`src/rtl/bcd_timer_pkg.sv`:
```
// Shared types and constants for the BCD timer: state encoding, digit width,
// and the preset digit clamp.
package bcd_timer_pkg;

    localparam int BCD_W = 4;

    typedef enum logic [1:0] {
        ST_IDLE  = 2'd0,
        ST_RUN   = 2'd1,
        ST_PAUSE = 2'd2,
        ST_DONE  = 2'd3
    } state_t;

    function automatic logic [BCD_W-1:0] clamp_digit(input logic [BCD_W-1:0] d);
        return (d > 4'd9) ? 4'd9 : d;
    endfunction

endpackage

```
`src/rtl/bcd_timer_n_digit_step.sv`:
```
// One BCD digit of the ripple incrementer/decrementer: steps by one when a
// carry (up) or borrow (down) arrives and passes it on at the 9/0 boundary.
module bcd_digit_step
    import bcd_timer_pkg::*;
(
    input  logic [BCD_W-1:0] i_digit,
    input  logic             i_up,
    input  logic             i_cin,
    output logic [BCD_W-1:0] o_digit,
    output logic             o_cout
);

    always_comb begin
        o_digit = i_digit;
        o_cout  = 1'b0;
        if (i_cin) begin
            if (i_up) begin
                if (i_digit >= 4'd9) begin
                    o_digit = '0;
                    o_cout  = 1'b1;
                end else begin
                    o_digit = i_digit + 4'd1;
                end
            end else begin
                if (i_digit == 4'd0) begin
                    o_digit = 4'd9;
                    o_cout  = 1'b1;
                end else begin
                    o_digit = i_digit - 4'd1;
                end
            end
        end
    end

endmodule

```
`src/rtl/bcd_timer_n.sv`:
```
// N-digit BCD up/down timer with prescaler, pause/resume, stop or auto-reload
// at the terminal value. All outputs come straight from flops.
module bcd_timer_n
    import bcd_timer_pkg::*;
#(
    parameter int DIGITS   = 2,
    parameter int TICK_DIV = 50_000_000
) (
    input  logic                  clk,
    input  logic                  reset,
    input  logic                  i_load,
    input  logic                  i_start,
    input  logic                  i_pause,
    input  logic                  i_dir,
    input  logic                  i_reload_en,
    input  logic [4*DIGITS-1:0]   i_preset,
    output logic [4*DIGITS-1:0]   o_count_bcd,
    output logic                  o_running,
    output logic                  o_tick,
    output logic                  o_done
);

    localparam int CW = BCD_W * DIGITS;
    localparam int PW = $clog2(TICK_DIV);
    localparam logic [PW-1:0] PRE_LAST = PW'(TICK_DIV - 1);

    state_t          r_state, w_state_nxt;
    logic [CW-1:0]   r_count, w_count_nxt;
    logic [CW-1:0]   r_preset, w_preset_nxt;
    logic            r_dir, w_dir_nxt;
    logic [PW-1:0]   r_pre, w_pre_nxt;
    logic            r_chk, w_chk_nxt;
    logic            r_tick, w_tick_nxt;
    logic            r_done, w_done_nxt;
    logic            r_running;

    logic [CW-1:0]   w_clamped;
    logic [CW-1:0]   w_start_ld;
    logic [CW-1:0]   w_start_lat;
    logic [CW-1:0]   w_term;
    logic [CW-1:0]   w_stepped;
    logic [CW-1:0]   w_adv;
    logic [DIGITS:0] w_carry;
    logic            w_wrap;

    always_comb begin
        w_clamped = '0;
        for (int d = 0; d < DIGITS; d++)
            w_clamped[d*BCD_W +: BCD_W] = clamp_digit(i_preset[d*BCD_W +: BCD_W]);
    end

    assign w_start_ld  = i_dir ? '0 : w_clamped;
    assign w_start_lat = r_dir ? '0 : r_preset;
    assign w_term      = r_dir ? r_preset : '0;
    assign w_wrap      = (r_pre == PRE_LAST);

    assign w_carry[0] = 1'b1;
    for (genvar g = 0; g < DIGITS; g++) begin : g_step
        bcd_digit_step u_step (
            .i_digit (r_count[g*BCD_W +: BCD_W]),
            .i_up    (r_dir),
            .i_cin   (w_carry[g]),
            .o_digit (w_stepped[g*BCD_W +: BCD_W]),
            .o_cout  (w_carry[g+1])
        );
    end

    // Sitting on the terminal value (reload mode) or a carry out of the top
    // digit both mean the next tick restarts from the start value.
    assign w_adv = ((r_count == w_term) || w_carry[DIGITS]) ? w_start_lat : w_stepped;

    always_comb begin
        w_state_nxt  = r_state;
        w_count_nxt  = r_count;
        w_preset_nxt = r_preset;
        w_dir_nxt    = r_dir;
        w_pre_nxt    = r_pre;
        w_chk_nxt    = 1'b0;
        w_tick_nxt   = 1'b0;
        w_done_nxt   = 1'b0;
        if (i_load) begin
            w_state_nxt  = ST_IDLE;
            w_count_nxt  = w_start_ld;
            w_preset_nxt = w_clamped;
            w_dir_nxt    = i_dir;
            w_pre_nxt    = '0;
        end else if (i_start && r_state != ST_RUN) begin
            w_state_nxt = ST_RUN;
            if (r_state == ST_DONE) begin
                w_count_nxt  = w_start_ld;
                w_preset_nxt = w_clamped;
                w_dir_nxt    = i_dir;
                w_pre_nxt    = '0;
                w_chk_nxt    = 1'b1;
            end else if (r_state == ST_IDLE) begin
                w_chk_nxt = 1'b1;
            end
        end else if (i_pause && r_state == ST_RUN) begin
            w_state_nxt = ST_PAUSE;
        end else if (r_state == ST_RUN) begin
            // A fresh run that already starts on the terminal value ends at once.
            if (r_chk && r_count == w_term) begin
                w_state_nxt = ST_DONE;
                w_done_nxt  = 1'b1;
                w_pre_nxt   = '0;
            end else begin
                w_pre_nxt = w_wrap ? '0 : r_pre + 1'b1;
                if (w_wrap) begin
                    w_tick_nxt  = 1'b1;
                    w_count_nxt = w_adv;
                    if (w_adv == w_term) begin
                        w_done_nxt = 1'b1;
                        if (!i_reload_en) w_state_nxt = ST_DONE;
                    end
                end
            end
        end
    end

    always_ff @(posedge clk or posedge reset) begin
        if (reset) begin
            r_state   <= ST_IDLE;
            r_count   <= '0;
            r_preset  <= '0;
            r_dir     <= 1'b0;
            r_pre     <= '0;
            r_chk     <= 1'b0;
            r_tick    <= 1'b0;
            r_done    <= 1'b0;
            r_running <= 1'b0;
        end else begin
            r_state   <= w_state_nxt;
            r_count   <= w_count_nxt;
            r_preset  <= w_preset_nxt;
            r_dir     <= w_dir_nxt;
            r_pre     <= w_pre_nxt;
            r_chk     <= w_chk_nxt;
            r_tick    <= w_tick_nxt;
            r_done    <= w_done_nxt;
            r_running <= (w_state_nxt == ST_RUN);
        end
    end

    assign o_count_bcd = r_count;
    assign o_running   = r_running;
    assign o_tick      = r_tick;
    assign o_done      = r_done;

endmodule
```
`config.mk`:
```
export PLATFORM = sky130hd
export DESIGN_NAME = bcd_timer_n
export DESIGN_NICKNAME = d
export VERILOG_FILES = /design/src/rtl/bcd_timer_pkg.sv /design/src/rtl/bcd_timer_n_digit_step.sv /design/src/rtl/bcd_timer_n.sv
export SDC_FILE = /design/constraint.sdc
export NUM_CORES = 1
export LEC_CHECK = 0
export CORE_UTILIZATION = 45
export DETAILED_ROUTE_END_ITERATION = 8
export PLACE_DENSITY = 0.73
export SETUP_SLACK_MARGIN = 0.2
export SLEW_MARGIN = 10
export SYNTH_ARGS = -nofsm -noshare
export SYNTH_HDL_FRONTEND = slang
export SYNTH_HIERARCHICAL = 1
export SYNTH_SLANG_ARGS = --single-unit
```
`constraint.sdc`:
```
create_clock -name clk -period 4.63 [get_ports clk]
set_input_delay 1.1575 -clock clk [delete_from_list [all_inputs] [get_ports clk]]
set_output_delay 1.1575 -clock clk [all_outputs]
set_load 0.02 [all_outputs]
```
==> impl_results.md <==
- Post-Syn Instances: 411
- H-tree depth: 2
- Nets: 455
- R2R cell count: 17
- Worst Hold Class: reg2reg
- Final period util: 91.0%
- Syn nets: 437
- Io pins: 26
- Worst ir drop on vdd: 222 uV
- Final wirelength: 8090 microns
- Starting density of the core: 47.4%
- Die height: 90.3 microns
- Area of the multi-input gates: 0.00207 sq mm
- First-pass GRT wire length: 14200 microns
- Gpl congestion: 0.909
- Clock buffer depth: 2
- Post-route ant nets: 0
- Area grow syn2layout: 10.9%
- Cell Rows: 31
- Drt pass-1 iters: 4
- Slew Viols, Final: 0
- Routed WL per cell: 15.3 microns
- Synth unique cells: 65
- Final Skew: 0.00756 ns
- CTS clk-pin slew, worst paths: 0.09 ns
- Post-route minimum period: 4.22 ns
- Worst setup path startpoint: o_count_bcd[1]
- Die X-Extent: 90.3 microns
- Filler cells: 682
- Core region area: 0.00741 sq mm
- Hold slack: 0.515 ns
- Sequential share of the synthesized area: 35.0%
- Vias per cell: 5.86
- Setup violations, final: 0
- Worst R2R End: o_running
- Dpl hpwl: 5750 microns
- Power per Cell Area: 337 mW/mm^2
- Share of layout cells above drive strength 1: 8.86%
- RSZ-0062 raised after global routing: false
- DR top layer: met4
- Ys flop type: dfrtp_1
- Reg2Reg Setup Slack: 0.41 ns
- Largest net degree at the start of global routing: 50
- WP data arrival: 4.42 ns
- Worst path required time: 4.83 ns
- Worst slew pin tran: 1.04 ns
- Final Hold Viols: 0
- Inserted Clock Buffers: 5
- Die area: 0.00815 sq mm
- Vias in the first global route: 2947
- Total track usage: 20.9%
- Ant diodes: 0
- Number of port buffers: 25
- Crit-path max FO: 10
- Max-cap violation count: 0
- Latest clock arrival within the worst-skew pair: 0.30 ns
- Syn Area/Cell: 8.54 sq um
- Met1 WL: 3860 microns
- Flops & latches, synth: 49
- Initial antenna violation count: 0
- Clock sink total: 49
- Setup crit start kind: register
- Via count: 3093
- Post-Synthesis Cell Area: 0.00351 sq mm
- Routed length on met3: 371 microns
- F_max: 237 MHz
- Total negative slack: 0 ns
- Leakage: 0.00158 uW
- Storage cell area: 0.00123 sq mm
- Metal2 WL: 3750 microns
- Number of synthesized flops with an enable pin: 0
- CP endpoint: o_running
- # DRC: 0
- CTS tree: built
- Root buf cell: clkbuf_8
- Setup Crit Path Kind: reg2reg
- Slew HR: 30.8%
- GRT overflow: 0
- Worst Setup End Kind: register
- Asr flop ratio synth: 100%
- R2R Path Start: o_count_bcd[1]
- Yosys warnings: 6
- Initial drt markers: 272
- Status: complete, no violations
## synth_stat cells, types with 5 or more instances
| library cell | count | area, sq um |
|---|---|---|
| o22ai_1 | 7 | 43.8 |
| o221ai_1 | 6 | 52.6 |
| ha_1 | 11 | 138 |
| nor2_1 | 46 | 173 |
| o21a_1 | 11 | 82.6 |
| dfrtp_1 | 49 | 1230 |
| nand4b_1 | 5 | 43.8 |
| nor2b_1 | 6 | 37.5 |
| a2111oi_0 | 5 | 43.8 |
| nand2_1 | 38 | 143 |
| nor3_1 | 11 | 55.1 |
| inv_1 | 20 | 75.1 |
| clkbuf_1 | 5 | 18.8 |
| nand2b_1 | 7 | 43.8 |
| buf_6 | 7 | 78.8 |
| nand3_1 | 16 | 80.1 |
| a21oi_1 | 17 | 85.1 |
| o21ai_0 | 30 | 150 |
| nor4b_1 | 5 | 43.8 |
| xor2_1 | 15 | 131 |
## flip-flops by register name, summed over array words and instances (netlist names)
register	count
r_state	2
r_chk	1
r_pre	26
r_dir	1
o_running	1
o_tick	1
r_preset	8
o_count_bcd	8
o_done	1
## where the power goes
| part | internal (uW) | switching (uW) |
|---|---|---|
| Sequential | 458 | 89.1 |
| Combinational | 214 | 248 |
| Clock | 157 | 145 |
## layer usage
metal,GRT usage (%),vias to the layer above
li1,-,1521
met1,29.8,1470
met2,33.0,91
met3,3.37,11
met4,5.24,0
met5,0,-
## per-stage QoR
| step | setup slack (ns) | util (%) | instances | total power, uW | cell area [sq um] |
|---|---|---|---|---|---|
| floorplan | 0.766 | - | 411 | 886 | 3510 |
| global placement | 0.504 | 51.0 | 520 | 995 | 3780 |
| detailed placement | 0.359 | 51.0 | 520 | 1010 | 3780 |
| CTS | 0.330 | 52.4 | 527 | 1310 | 3880 |
| global route | 0.203 | 52.5 | 528 | 1390 | 3890 |
| finish | 0.415 | 52.5 | 528 | 1310 | 3890 |
## area by class of cell
cell class | instances | share of cell area [%]
clock buffer | 5 | 1.77
clock inverter | 2 | 0.901
inverter | 20 | 1.93
multi-input combinational | 322 | 53.1
sequential | 49 | 31.5
tap | 99 | 3.18
timing repair buffer | 31 | 7.59
## cell families (layout without fill, tap and decap cells)
kind of cell / after synthesis / after routing / synth area share, %
and+or+nand+nor: 172 / 172 / 25.7
AOI/OAI and AO/OA: 114 / 114 / 22.9
xor gates and xnor gates: 19 / 19 / 4.74
DFF: 49 / 49 / 35.0
adders and majority gates: 11 / 11 / 3.92
buffers and inverters: 40 / 58 / 6.24
muxes: 5 / 5 / 1.50
other: 1 / 1 / 0.107
## worst min path at each step
stage	from	endpoint	slack, ns	cells after the start
CTS	r_pre[2]	r_pre[2]	0.51	1
global route	r_pre[2]	r_pre[2]	0.53	1
global placement	r_pre[2]	r_pre[2]	0.49	1
detailed placement	r_pre[2]	r_pre[2]	0.50	1
finish	r_pre[2]	r_pre[2]	0.51	1
floorplan	r_pre[2]	r_pre[2]	0.46	1
## cells in the final DEF, fill, tap and decap left out, types with 3 or more instances in the layout
cell type | netlist | layout
or3_1 | 4 | 4
nand3_1 | 16 | 16
mux2i_1 | 3 | 3
buf_4 | 3 | 6
o31a_1 | 3 | 3
inv_1 | 20 | 19
nor4b_1 | 5 | 5
o21ai_0 | 30 | 30
a22oi_1 | 3 | 3
nand3b_1 | 3 | 3
a2111oi_0 | 5 | 5
nand2_1 | 38 | 38
nor2b_1 | 6 | 6
a31o_2 | 4 | 4
xor2_1 | 15 | 15
nand4_1 | 4 | 4
nor3b_1 | 4 | 4
dfrtp_1 | 49 | 49
nand4b_1 | 5 | 5
clkbuf_8 | 0 | 5
a21oi_1 | 17 | 17
nor3_1 | 11 | 11
ha_1 | 11 | 11
or2_2 | 4 | 4
clkdlybuf4s50_1 | 0 | 25
and3_1 | 4 | 4
nor2_1 | 46 | 45
nand2b_1 | 7 | 7
xnor2_1 | 4 | 4
nor4_1 | 4 | 4
o221ai_1 | 6 | 6
o22ai_1 | 7 | 7
o21a_1 | 11 | 11
## critical path, cell delays in order, from the launching register on
cell	delay, ns
dfrtp_1	0.53
inv_1	0.15
ha_1	0.21
or3b_4	0.41
a21boi_2	0.25
nor2_2	0.13
nand2b_1	0.14
o32ai_1	0.11
a31o_2	0.25
nor2b_1	0.13
a21oi_1	0.12
o221ai_1	0.12
a2111oi_0	0.41
mux2i_1	0.16
or3_1	0.42
o41ai_2	0.29
nor3_1	0.10
o21a_1	0.20
## what timing repair did
action / 4_1_cts / 5_1_grt
hold endpoints to repair: 0 / 0
hold buffers: 0 / 0
setup buffers: 0 / 1
setup endpoints to repair: 0 / 4
resized for setup: 0 / 1
Power figures use the tool's default switching activity.
==> edit, RTL diff (same settings) <==
`DIGITS`: 2 -> 4.
--- a/src/rtl/bcd_timer_n.sv
+++ b/src/rtl/bcd_timer_n.sv
@@ -3,7 +3,7 @@
 module bcd_timer_n
     import bcd_timer_pkg::*;
 #(
-    parameter int DIGITS   = 2,
+    parameter int DIGITS   = 4,
     parameter int TICK_DIV = 50_000_000
 ) (
     input  logic                  clk,
Ports: changed (resized i_preset and o_count_bcd); port bits go from 26 to 42. No check against the original RTL was run, so the function may have changed too.
==> edit against the original RTL <==
- sequential cell count grew 16
- first-iteration DRC count grew 130%
- power grew 86%
- final area grew 62%
- clock skew shrank 0.0011 ns
- area after synthesis grew 52%
- highest routed layer is now met5
- setup slack lost 0.20 ns
- wire length grew 92%
==> edit: results (changes against the original RTL) <==
| Metric | Value |
|---|---|
| Layout cells sized above 1 | 0.1471 (+0.05852) |
| Synthesized area per cell | 8.108 sq um (-5.0%) |
| Synth Net Count | 698 (+60%) |
| Synth cell count leaders | 87 x nand2_1, 68 x o21ai_0, 65 x dfrtp_1 |
| Arrival @ worst endpoint | 4.63 ns (+0.21 ns) |
| Clock root buffer | clkbuf_16 |
| Leakage | 2.544 nW (+61%) |
| Crit-path max FO | 5 (-5) |
| Total number of vias | 5248 (+70%) |
| Power Clock | 0.705 mW (+130%) |
| Met3 Wirelength | 1289 um (+250%) |
| Final Skew | 0.006428 ns (-0.001133 ns) |
| Worst-path clk slew | 0.06 ns (-0.03 ns) |
| DP HPWL | 11080 um (+93%) |
| Pre-CTS setup slack | 0.1253 ns (-0.2341 ns) |
| Clock buf/inv share | 0.05005 (+0.02335) |
| Clock power frac | 0.289 (+0.058) |
| Number of global-route vias before repair | 4884 (+66%) |
| Reg-to-Reg Start | o_count_bcd[0] |
| Clk_lat worst skew | 0.33 ns (+0.03 ns) |
| Worst vdd ir | 0.0001952 V (-12%) |
| Top sig layer | met5 |
| Area share of fa/ha/maj cells after synthesis | 0.04470 (+0.005466) |
| Nonclk inv count | 36 (+80%) |
| R2R cell count | 21 (+4) |
| Global-route usage over all layers | 0.2584 (+0.04963) |
| H-tree Lvls | 3 (+1) |
| Compound-Gate Fraction of Synth Area | 0.2531 (+0.02451) |
| Buffer share of cell area | 0.1069 (+0.03094) |
| Status | finished, final reports clean |
| Synth area leaders | dfrtp_1 31%, o21ai_0 6.4%, nand2_1 6.1% |
| Final design utilization | 0.5494 (+0.02429) |
| P_comb | 1.01 mW (+120%) |
| Sequential Area | 0.001632 sq mm (+33%) |
| WL met1 | 6888 um (+78%) |
==> edit: critical path, delay by kind of cell (launching register included) <==
kind,cells,cell delay (ns)
buffers and inverters,5,0.65
DFF,1,0.43
adders and majority gates,1,0.13
AOI/OAI and AO/OA,9,1.60
and+or+nand+nor,6,1.49
==> edit: worst max path at each step <==
| stage | to | from | slack (ns) | cells after the start |
|---|---|---|---|---|
| 2_1_floorplan | o_running | o_count_bcd[0] | 0.24 | 22 |
| 3_3_place_gp | o_running | o_count_bcd[0] | 0.27 | 20 |
| 3_5_place_dp | o_running | o_count_bcd[0] | 0.13 | 19 |
| 4_1_cts | o_running | o_count_bcd[0] | 0.20 | 22 |
| 5_1_grt | o_running | o_count_bcd[1] | 0.04 | 20 |
| 6_report | o_running | o_count_bcd[0] | 0.22 | 21 |
==> edit: what timing repair did <==
item                       in CTS  in global routing
resized for setup              13                  8
hold buffers                    0                  0
setup buffers                   6                  7
setup endpoints to repair       2                  4
hold endpoints to repair        0                  0
pin swaps                       8                 13
